### config.mk
export PLATFORM = sky130hd
export DESIGN_NAME = moonbase_bus_bridge_flat
export DESIGN_NICKNAME = d
export VERILOG_FILES = /design/src/rtl/moonbase_bus_bridge_if.sv /design/src/rtl/moonbase_bus_bridge.sv /design/src/flat_wrapper.sv
export SDC_FILE = /design/constraint.sdc
export NUM_CORES = 1
export LEC_CHECK = 0
export ABC_AREA = 1
export ABC_CLOCK_PERIOD_IN_PS = 9500
export BUFFER_PORTS_ARGS = -buffer_cell sky130_fd_sc_hd__buf_2
export CAP_MARGIN = 15
export CORE_MARGIN = 3
export CORE_UTILIZATION = 25
export DETAILED_ROUTE_END_ITERATION = 12
export GPL_ROUTABILITY_DRIVEN = 0
export GPL_TIMING_DRIVEN = 0
export PLACE_DENSITY = 0.4
export SETUP_SLACK_MARGIN = 0.4
export SLEW_MARGIN = 20
export SYNTH_ARGS = -nofsm -noshare
export SYNTH_HDL_FRONTEND = slang
export SYNTH_SLANG_ARGS = --single-unit
### constraint.sdc
create_clock -name clk -period 9.5 [get_ports clk]
set_clock_uncertainty 0.15 [all_clocks]
set_input_delay 2.375 -clock clk [delete_from_list [all_inputs] [get_ports clk]]
set_output_delay 2.375 -clock clk [all_outputs]
set_load 0.03 [all_outputs]
### src/rtl/moonbase_bus_bridge_if.sv
// rtl/moonbase_bus_bridge_if.sv - CPU bus, I/O port and loader signal bundle for moonbase_bus_bridge
interface moonbase_bus_bridge_if #(
    parameter int AW = 7
);
    logic [7:0]    cpu_bus;
    logic [3:0]    cpu_ram;
    logic [1:0]    cpu_data;
    logic          cpu_reset;
    logic [1:0]    port_in;
    logic [3:0]    port_out;
    logic          port_wr;
    logic          load_en;
    logic          load_valid;
    logic [3:0]    load_nibble;
    logic [AW-1:0] load_addr;

    modport slave (
        input  cpu_bus, port_in, load_en, load_valid, load_nibble,
        output cpu_ram, cpu_data, cpu_reset, port_out, port_wr, load_addr
    );

    modport master (
        output cpu_bus, port_in, load_en, load_valid, load_nibble,
        input  cpu_ram, cpu_data, cpu_reset, port_out, port_wr, load_addr
    );
endinterface

### src/rtl/moonbase_bus_bridge.sv
// rtl/moonbase_bus_bridge.sv - address latch, nibble RAM, I/O ports and host loader for the moonbase CPU
module moonbase_bus_bridge #(
    parameter int DEPTH = 128,
    parameter int AW    = 7
) (
    input logic                 clk,
    input logic                 reset_n,
    moonbase_bus_bridge_if.slave bus
);
    logic [3:0]    mem [DEPTH];
    logic [AW-1:0] addr_q;
    logic [AW-1:0] load_addr_q;
    logic [AW-1:0] load_wr_addr;
    logic [3:0]    port_out_q;
    logic          port_wr_q;
    logic          cpu_reset_q;
    logic          load_en_q;
    logic [1:0]    sync_1;
    logic [1:0]    sync_2;
    logic          strobe;
    logic          cpu_cycle;
    logic          ram_we;
    logic          port_we;
    logic          load_we;
    logic          load_rise;
    logic          unused_bits;

    assign unused_bits = ^bus.cpu_bus;

    assign strobe    = bus.cpu_bus[7];
    // load_en blocks CPU writes combinationally, covering the cycle before cpu_reset rises.
    assign cpu_cycle = !cpu_reset_q && !bus.load_en && !strobe;
    assign ram_we    = cpu_cycle && !bus.cpu_bus[5];
    assign port_we   = cpu_cycle && !bus.cpu_bus[4];
    assign load_rise = bus.load_en && !load_en_q;
    assign load_we   = bus.load_en && bus.load_valid;
    // A nibble arriving on the load_en rising edge goes to address 0.
    assign load_wr_addr = load_rise ? '0 : load_addr_q;

    always_ff @(posedge clk or negedge reset_n) begin
        if (!reset_n) begin
            cpu_reset_q <= 1'b1;
            load_en_q   <= 1'b0;
            addr_q      <= '0;
            load_addr_q <= '0;
            port_out_q  <= 4'h0;
            port_wr_q   <= 1'b0;
            sync_1      <= 2'b00;
            sync_2      <= 2'b00;
        end else begin
            cpu_reset_q <= bus.load_en;
            load_en_q   <= bus.load_en;
            if (strobe && !cpu_reset_q) begin
                addr_q <= bus.cpu_bus[AW-1:0];
            end
            if (load_we) begin
                load_addr_q <= load_wr_addr + AW'(1);
            end else if (load_rise) begin
                load_addr_q <= '0;
            end
            port_wr_q <= port_we;
            if (port_we) begin
                port_out_q <= bus.cpu_bus[3:0];
            end
            sync_1 <= bus.port_in;
            sync_2 <= sync_1;
        end
    end

    // Storage is deliberately unreset; the loader initialises it.
    always_ff @(posedge clk) begin
        if (load_we) begin
            mem[load_wr_addr] <= bus.load_nibble;
        end else if (ram_we) begin
            mem[addr_q] <= bus.cpu_bus[3:0];
        end
    end

    assign bus.cpu_ram   = mem[addr_q];
    assign bus.cpu_data  = sync_2;
    assign bus.cpu_reset = cpu_reset_q;
    assign bus.port_out  = port_out_q;
    assign bus.port_wr   = port_wr_q;
    assign bus.load_addr = load_addr_q;
endmodule

### src/flat_wrapper.sv
// flat-port wrapper written by rule: the top's interface ports become plain ports
module moonbase_bus_bridge_flat 
#(
    parameter int DEPTH = 128,
    parameter int AW    = 7
)
  (clk, reset_n, bus_cpu_bus, bus_port_in, bus_load_en, bus_load_valid, bus_load_nibble, bus_cpu_ram, bus_cpu_data, bus_cpu_reset, bus_port_out, bus_port_wr, bus_load_addr);
  moonbase_bus_bridge_if #(.AW(AW)) bus_i ();
  input logic clk;
  input logic reset_n;
  input wire logic [$bits(bus_i.cpu_bus)-1:0] bus_cpu_bus;
  input wire logic [$bits(bus_i.port_in)-1:0] bus_port_in;
  input wire logic [$bits(bus_i.load_en)-1:0] bus_load_en;
  input wire logic [$bits(bus_i.load_valid)-1:0] bus_load_valid;
  input wire logic [$bits(bus_i.load_nibble)-1:0] bus_load_nibble;
  output wire logic [$bits(bus_i.cpu_ram)-1:0] bus_cpu_ram;
  output wire logic [$bits(bus_i.cpu_data)-1:0] bus_cpu_data;
  output wire logic [$bits(bus_i.cpu_reset)-1:0] bus_cpu_reset;
  output wire logic [$bits(bus_i.port_out)-1:0] bus_port_out;
  output wire logic [$bits(bus_i.port_wr)-1:0] bus_port_wr;
  output wire logic [$bits(bus_i.load_addr)-1:0] bus_load_addr;
  assign bus_i.cpu_bus = bus_cpu_bus;
  assign bus_i.port_in = bus_port_in;
  assign bus_i.load_en = bus_load_en;
  assign bus_i.load_valid = bus_load_valid;
  assign bus_i.load_nibble = bus_load_nibble;
  assign bus_cpu_ram = bus_i.cpu_ram;
  assign bus_cpu_data = bus_i.cpu_data;
  assign bus_cpu_reset = bus_i.cpu_reset;
  assign bus_port_out = bus_i.port_out;
  assign bus_port_wr = bus_i.port_wr;
  assign bus_load_addr = bus_i.load_addr;
  moonbase_bus_bridge #(.DEPTH(DEPTH), .AW(AW)) u_core (.clk(clk), .reset_n(reset_n), .bus(bus_i));
endmodule
==> results.toml, run 1 <==
[floorplan]
die_width_um = 306
std_cell_rows = 109
fp.dieArea_um2 = 93400
fp.coreArea_um2 = 88800
ioPinCount = 37
start_util_pct = 25.3
die_y_um = 306

[setup_path]
crit_top_cell = "nand2_1"
cp-end-kind = "primary output"
path_class = "flop to primary output"
path_max_fanout = 10
r2r_slack_ns = 6.35
critical-path-max-stage-delay_ns = 0.78
r2r-end = "u_core.mem[104][1]$_DFFE_PP_"
cp-startpoint = "u_core.addr_q[2]$_DFFE_PN0P_"
path_depth = 11
cp.required_ns = 6.98
path_cells = "inv_2, clkbuf_1, nand3_1, nand3_1, nand2_1, nand2_1, nand3_1, nand2_1, nand2_1, nand2_1, buf_2"
slowest_stage = "clkbuf_1"
ff2ff_path_depth = 10
r2r-start = "u_core.bus.cpu_reset$_DFF_PN1_"
start_kind = "flop"
cp.arrival_ns = 3.83
crit_path_end = "bus_cpu_ram[1]"
path_delay_family = "buffers and inverters"
critical_path_buf_inv_count = 3

[timing]
fmax_ghz = 0.157
rsz0062_at_grt = "false"
tightest_slew_ns = 1.16
maxSlewHeadroom_pct = 22.7
fin_ws_ns = 3.14
min_period_over_period_pct = 66.9
fin_crit_ns = 6.36
hold_violations = 0
setup_viol = 0
drv_slew = 0

[yosys]
synthXorXnorAreaFrac_pct = 0.117
ys_warn_count = 0
synth_seq_area_share_pct = 71.3
synth_compound_area_share_pct = 0.791
syn_avg_cell_area_um2 = 11.2
synth_fp_nets = 2027
synth-simple-area-share_pct = 24.5
synthCells = 2008
synthAdderAreaFrac_pct = 0.0557
synth_mux_area_share_pct = 0.0502
ys_types = 30
synth_top_family_by_area = "simple AND/OR/NAND/NOR gates"
ys_ff_latch = 537
syn_area_um2 = 22500

[route]
drcViolationCount = 0
drt_wl_total_um = 84100
drtPass1Iterations = 5
drtAntennaViolNets = 0
vias = 15800
drt-wirelength-per-cell_um = 25.2
vias_per_cell = 4.72
drt-initial-drc-count = 1505

[clocking]
cts_buffers = 58
root_buffer = "clkbuf_16"
cts_tree = "built"
cts.sink_count = 537
ctsHoldBuffers = 0
clk_pin_slew_worst_paths_ns = 0.06
clk_latency_ns = 0.62
cts_setup_buffers = 0
cts_resized = 0
cts.path.max_buffers = 3
htreeDepth = 2

[power_and_ir_drop]
ir_drop_uv = 127
pwr-share-clk_pct = 39.4
leakagePower_uw = 0.00956
swShare_pct = 28.3
p_seq_share_pct = 45.1
p_per_area_nw_per_um2 = 219
p_sw_uw = 1650
power.internal_uw = 4190
pwr-share-comb_pct = 15.5

[grt]
antenna_found_initial = 1
grt_max_degree = 29
grt_usage_pct = 17.9
grt_pass1_vias = 15800
grt_pass1_wl_um = 119000
grt_overflow_total = 0

[placement]
place_ws_ns = 3.90
io_buffers = 36
hpwlAfterDp_um = 60400
place_area_um2 = 24700

[final_layout]
final_util_pct = 30.0
fillCellCount = 9142
nets = 2146
drive_above_1_share_pct = 12.1
final_area_um2 = 26700
area_delta_synth_final_pct = 18.7

[hold_path]
hold_class = "flop to flop"

[job]
maxCapViolCount = 0

[outcome]
status = "finished clean"
## layout make-up
cell class	instances	area, um2	area share [%]
inverters	43	164	0.615
clock inverters	33	384	1.44
plain buffers	120	559	2.10
clock buffers	72	1520	5.72
flip-flops and latches	537	16000	60.0
diodes	1	2.50	0.00939
multi-input cells	1308	5780	21.7
repair buffers	59	788	2.96
well taps	1165	1460	5.47
## routing by layer
metal	vias up	global-route usage, %	share of wire (%)
li1	7218	-	-
met1	7890	23.6	43
met2	515	29.4	47
met3	146	3.44	6.4
met4	0	6.62	3.7
met5	-	0	0
## placed cells by master, fill, tap and decap left out, types with 8 or more instances in the layout
master / n
nand2_1: 640
edfxtp_1: 512
nand3_1: 467
nor2_1: 143
buf_2: 108
clkbuf_16: 58
clkbuf_1: 41
inv_1: 38
dfrtp_1: 24
buf_16: 21
buf_1: 16
o21ai_0: 13
nand2_2: 13
clkinv_2: 12
o21ai_4: 8
bufinv_16: 8
## registers in the layout, summed over array words and instances (netlist names)
signal and cells:
u_core.mem 512, u_core.sync_1 2, u_core.bus.load_addr 7, u_core.bus.cpu_reset 1, u_core.bus.cpu_data 2, u_core.bus.port_out 4
u_core.load_en_q 1, u_core.bus.port_wr 1, u_core.addr_q 7
## power groups by stage
stage	clock, uW	sequential (uW)	combinational, uW
final	2300	2630	907
after global routing	2450	2630	964
after CTS	2360	2630	905
after detailed placement	0	2680	904
after global placement	0	2730	856
after floorplan	0	2710	441
## worst min-delay path by stage
stage                                    start                               end  depth (start not counted)
floorplan           u_core.sync_1[0]$_DFF_PN0_  u_core.bus.cpu_data[0]$_DFF_PN0_                          0
global placement    u_core.sync_1[0]$_DFF_PN0_  u_core.bus.cpu_data[0]$_DFF_PN0_                          0
detailed placement  u_core.sync_1[0]$_DFF_PN0_  u_core.bus.cpu_data[0]$_DFF_PN0_                          0
CTS                 u_core.sync_1[0]$_DFF_PN0_  u_core.bus.cpu_data[0]$_DFF_PN0_                          0
global route        u_core.sync_1[1]$_DFF_PN0_  u_core.bus.cpu_data[1]$_DFF_PN0_                          0
finish              u_core.sync_1[1]$_DFF_PN0_  u_core.bus.cpu_data[1]$_DFF_PN0_                          0
## kinds of logic (layout without fill, tap and decap cells)
group | Yosys count | after routing
compound gates | 25 | 25
simple gates | 1278 | 1278
other cells | 0 | 1
xor+xnor | 3 | 3
flops | 537 | 537
mux | 1 | 1
buf+inv | 163 | 327
fa+ha+maj | 1 | 1
## cell usage after synthesis
cell	instances	area, um2
nand2_1	640	2400
edfxtp_1	512	15400
nand3_1	467	2340
nor2_1	143	537
buf_2	71	355
inv_1	38	143
clkbuf_1	29	109
dfrtp_1	24	601
buf_1	17	63.8
o21ai_0	17	85.1
nand2_2	13	81.3
nor2_4	7	78.8
inv_2	4	15.0
o21ai_4	4	65.1
xor2_1	3	26.3
buf_6	2	22.5
nand2_4	2	22.5
nand3_2	2	20.0
o21ai_2	2	17.5
a21oi_1	1	5.00
and3_1	1	6.26
buf_4	1	7.51
dfstp_2	1	26.3
ha_1	1	12.5
inv_4	1	6.26
mux2_2	1	11.3
nor2_2	1	6.26
nor3_1	1	5.00
o21ai_1	1	5.00
or2_2	1	6.26
## metrics by stage
| step | power, uW | std cells | TNS (ns) | hold WS, ns |
|---|---|---|---|---|
| final | 5840 | 3338 | 0 | 0.199 |
| after CTS | 5890 | 3337 | 0 | 0.210 |
| after global placement | 3580 | 3209 | -4543.59 | 0.182 |
| after floorplan | 3150 | 2008 | 0 | 0.181 |
| after detailed placement | 3580 | 3232 | 0 | 0.196 |
| after global routing | 6040 | 3337 | 0 | 0.216 |
Note: power is estimated with default switching activity, not from simulation.
==> inputs of run 2 (changes only) <==
--- a/config.mk
+++ b/config.mk
@@ -5,8 +5,8 @@
 export SDC_FILE = /design/constraint.sdc
 export NUM_CORES = 1
 export LEC_CHECK = 0
-export ABC_AREA = 1
-export ABC_CLOCK_PERIOD_IN_PS = 9500
+export ABC_AREA = 0
+export ABC_CLOCK_PERIOD_IN_PS = 5400
 export BUFFER_PORTS_ARGS = -buffer_cell sky130_fd_sc_hd__buf_2
 export CAP_MARGIN = 15
 export CORE_MARGIN = 3
@@ -14,7 +14,7 @@
 export DETAILED_ROUTE_END_ITERATION = 12
 export GPL_ROUTABILITY_DRIVEN = 0
 export GPL_TIMING_DRIVEN = 0
-export PLACE_DENSITY = 0.4
+export PLACE_DENSITY = 0.41
 export SETUP_SLACK_MARGIN = 0.4
 export SLEW_MARGIN = 20
 export SYNTH_ARGS = -nofsm -noshare
==> constraint.sdc (replaced) <==
create_clock -name clk -period 5.4 [get_ports clk]
set_clock_uncertainty 0.15 [all_clocks]
set_input_delay 1.35 -clock clk [delete_from_list [all_inputs] [get_ports clk]]
set_output_delay 1.35 -clock clk [all_outputs]
set_load 0.03 [all_outputs]
==> results.toml, run 2 <==
[clocking]
clk_latency_ns = 0.61
cts_tree = "built"
cts.sink_count = 537
root_buffer = "clkbuf_16"
htreeDepth = 2
cts_buffers = 59
ctsHoldBuffers = 0
clk_pin_slew_worst_paths_ns = 0.06
cts.path.max_buffers = 3

[final_layout]
nets = 1152
area_delta_synth_final_pct = 19.7
antenna_cells = 0
final_cell_mix = "edfxtp_1 (512), mux4_2 (168), nor2_1 (112)"
stdcell_count = 2312
layout_commonest_cell = "edfxtp_1"
final_area_um2 = 25600
drive_above_1_share_pct = 31.3
regMostFlops = "u_core.mem"
largest_reg_flops = 512

[timing]
min_period_over_period_pct = 94.7
setup_viol = 0
hold_violations = 0
rsz0062_at_grt = "true"
maxSlewHeadroom_pct = 23.6
drv_slew = 0
fin_crit_ns = 5.12
tightest_slew_ns = 1.14
fmax_ghz = 0.196
fin_ws_ns = 0.285
fin_tns_setup_ns = 0

[route]
vias_per_cell = 4.61
drt_wl_total_um = 59100
drt-wirelength-per-cell_um = 25.6
drtPass1Iterations = 6
drt-initial-drc-count = 1018
vias = 10700
drtAntennaViolNets = 0
drcViolationCount = 0

[setup_path]
start_kind = "flop"
path_max_fanout = 6
r2r-start = "u_core.bus.cpu_reset$_DFF_PN1_"
cp.required_ns = 3.90
cp-end-kind = "primary output"
cp-startpoint = "u_core.addr_q[0]$_DFFE_PN0P_"
cp.arrival_ns = 3.62
path_class = "flop to primary output"
ff2ff_path_depth = 7

[grt]
grt_max_degree = 74
antenna_found_initial = 0
grt_usage_pct = 13.2
grt_overflow_total = 0
grt_pass1_vias = 11200
grt_pass1_wl_um = 84300

[floorplan]
die_width_um = 298
die_y_um = 298
ioPinCount = 37
start_util_pct = 25.4
std_cell_rows = 106
fp.coreArea_um2 = 84200
fp.dieArea_um2 = 89000

[yosys]
synthXorXnorAreaFrac_pct = 0.205
synthAdderAreaFrac_pct = 0.0585
synth-simple-area-share_pct = 4.08
synth_seq_area_share_pct = 74.9
synth_fp_nets = 1034
ys_ff_latch = 537
netlist_top_cells_area = "edfxtp_1 (72%), mux4_2 (18%), dfrtp_1 (2.8%)"
syn_avg_cell_area_um2 = 21.1
ys_warn_count = 0
synth_compound_area_share_pct = 1.07
synth_top_area_cell = "edfxtp_1"
ys_types = 37
synth_top_cell_area_share_pct = 71.9
async_reset_ff_share_pct = 4.66
synthCells = 1015
synthTopCellsByCount = "edfxtp_1 (512), mux4_2 (168), nor2_1 (112), clkbuf_1 (35), dfrtp_1 (24)"
synth_most_common_cell = "edfxtp_1"
synth_flop_cell = "edfxtp_1"
synth_edf_count = 512
synth_mux_area_share_pct = 18.5
syn_area_um2 = 21400
synth_top_family_by_area = "multiplexers"

[hold_path]
hold_class = "flop to flop"
worstHoldStart = "u_core.sync_1[1]$_DFF_PN0_"
whs_path_depth = 0

[power_and_ir_drop]
ir_drop_uv = 216
p_total_uw = 9940
leakagePower_uw = 0.00786
p_per_area_nw_per_um2 = 389

[placement]
hpwlAfterDp_um = 40000
io_buffers = 36
place_area_um2 = 23200
placed_cells = 2193
place_ws_ns = -0.438

[job]
maxCapViolCount = 0

[outcome]
status = "finished clean"
-- run 2: cell count changes after synthesis, moves of 11 or more --
cell / previous run / this run
inv_1: 38 / 2
nor2_1: 143 / 112
nand2_1: 640 / 22
nor3_1: 1 / 18
nor4_1: 0 / 11
buf_2: 71 / 8
mux4_2: 0 / 168
nand3_1: 467 / 2
mux2_2: 1 / 15
o22ai_1: 0 / 11
nand2_2: 13 / 0
-- run 2: power by group --
part	switching [uW]	total, uW	internal (uW)
sequential	21.7	4630	4610
combinational	791	1420	627
clock	1610	3890	2280
-- run 2: metrics by stage --
stage	util [%]	hold slack [ns]
global placement	27.3	0.183
floorplan	-	0.181
CTS	30.3	0.206
global route	30.4	0.208
detailed placement	27.6	0.193
finish	30.4	0.201
-- run 2: cells by family (layout without fill, tap and decap cells) --
kind of cell,after synthesis,after routing
AOI/OAI and AO/OA,36,36
adders and majority gates,1,1
muxes,183,183
DFF,537,537
buffers and inverters,60,223
and+or+nand+nor,193,193
xor gates and xnor gates,5,5
-- run 2: worst max-delay path, stage by stage, from the launching register on --
cell,delay [ns]
dfrtp_1,0.33
buf_6,0.14
buf_12,0.11
buf_16,0.12
buf_16,0.14
buf_12,0.13
mux4_2,0.54
mux4_2,0.48
mux4_2,0.52
mux2_4,0.32
buf_6,0.15
-- run 2: routing by layer --
| layer | global-route usage (%) | part of all wire (%) | vias to the layer above |
|---|---|---|---|
| met1 | 18.1 | 44 | 5746 |
| met2 | 21.7 | 48 | 351 |
| met4 | 2.87 | 1.9 | 0 |
| met3 | 2.88 | 5.8 | 78 |
| met5 | 0 | 0 | - |
| li1 | - | - | 4485 |
-- run 2: timing repair --
item,CTS,global route
setup endpoints to repair,4,4
gates resized for setup,104,6
buffers inserted,8,1
cloned,2,2
-- run 2: path summary, 6_finish.rpt --
check                                                    end  slack, ns
max in group asynchronous  u_core.bus.load_addr[5]$_DFF_PN0_       4.03
max reg2reg                      u_core.mem[64][3]$_DFFE_PP_       1.36
min                         u_core.bus.cpu_data[1]$_DFF_PN0_       0.20
max                                           bus_cpu_ram[2]       0.28
min reg2reg                 u_core.bus.cpu_data[1]$_DFF_PN0_       0.20
min in group asynchronous         u_core.sync_1[1]$_DFF_PN0_       0.61
-- run 2: layout make-up --
class,instances,area [um2]
flip-flops and latches,537,16000
clock inverters,33,312
well taps,1134,1420
plain buffers,58,562
clock buffers,73,1530
multi-input cells,418,5180
fillers,8141,58600
repair buffers,57,571
inverters,2,7.51
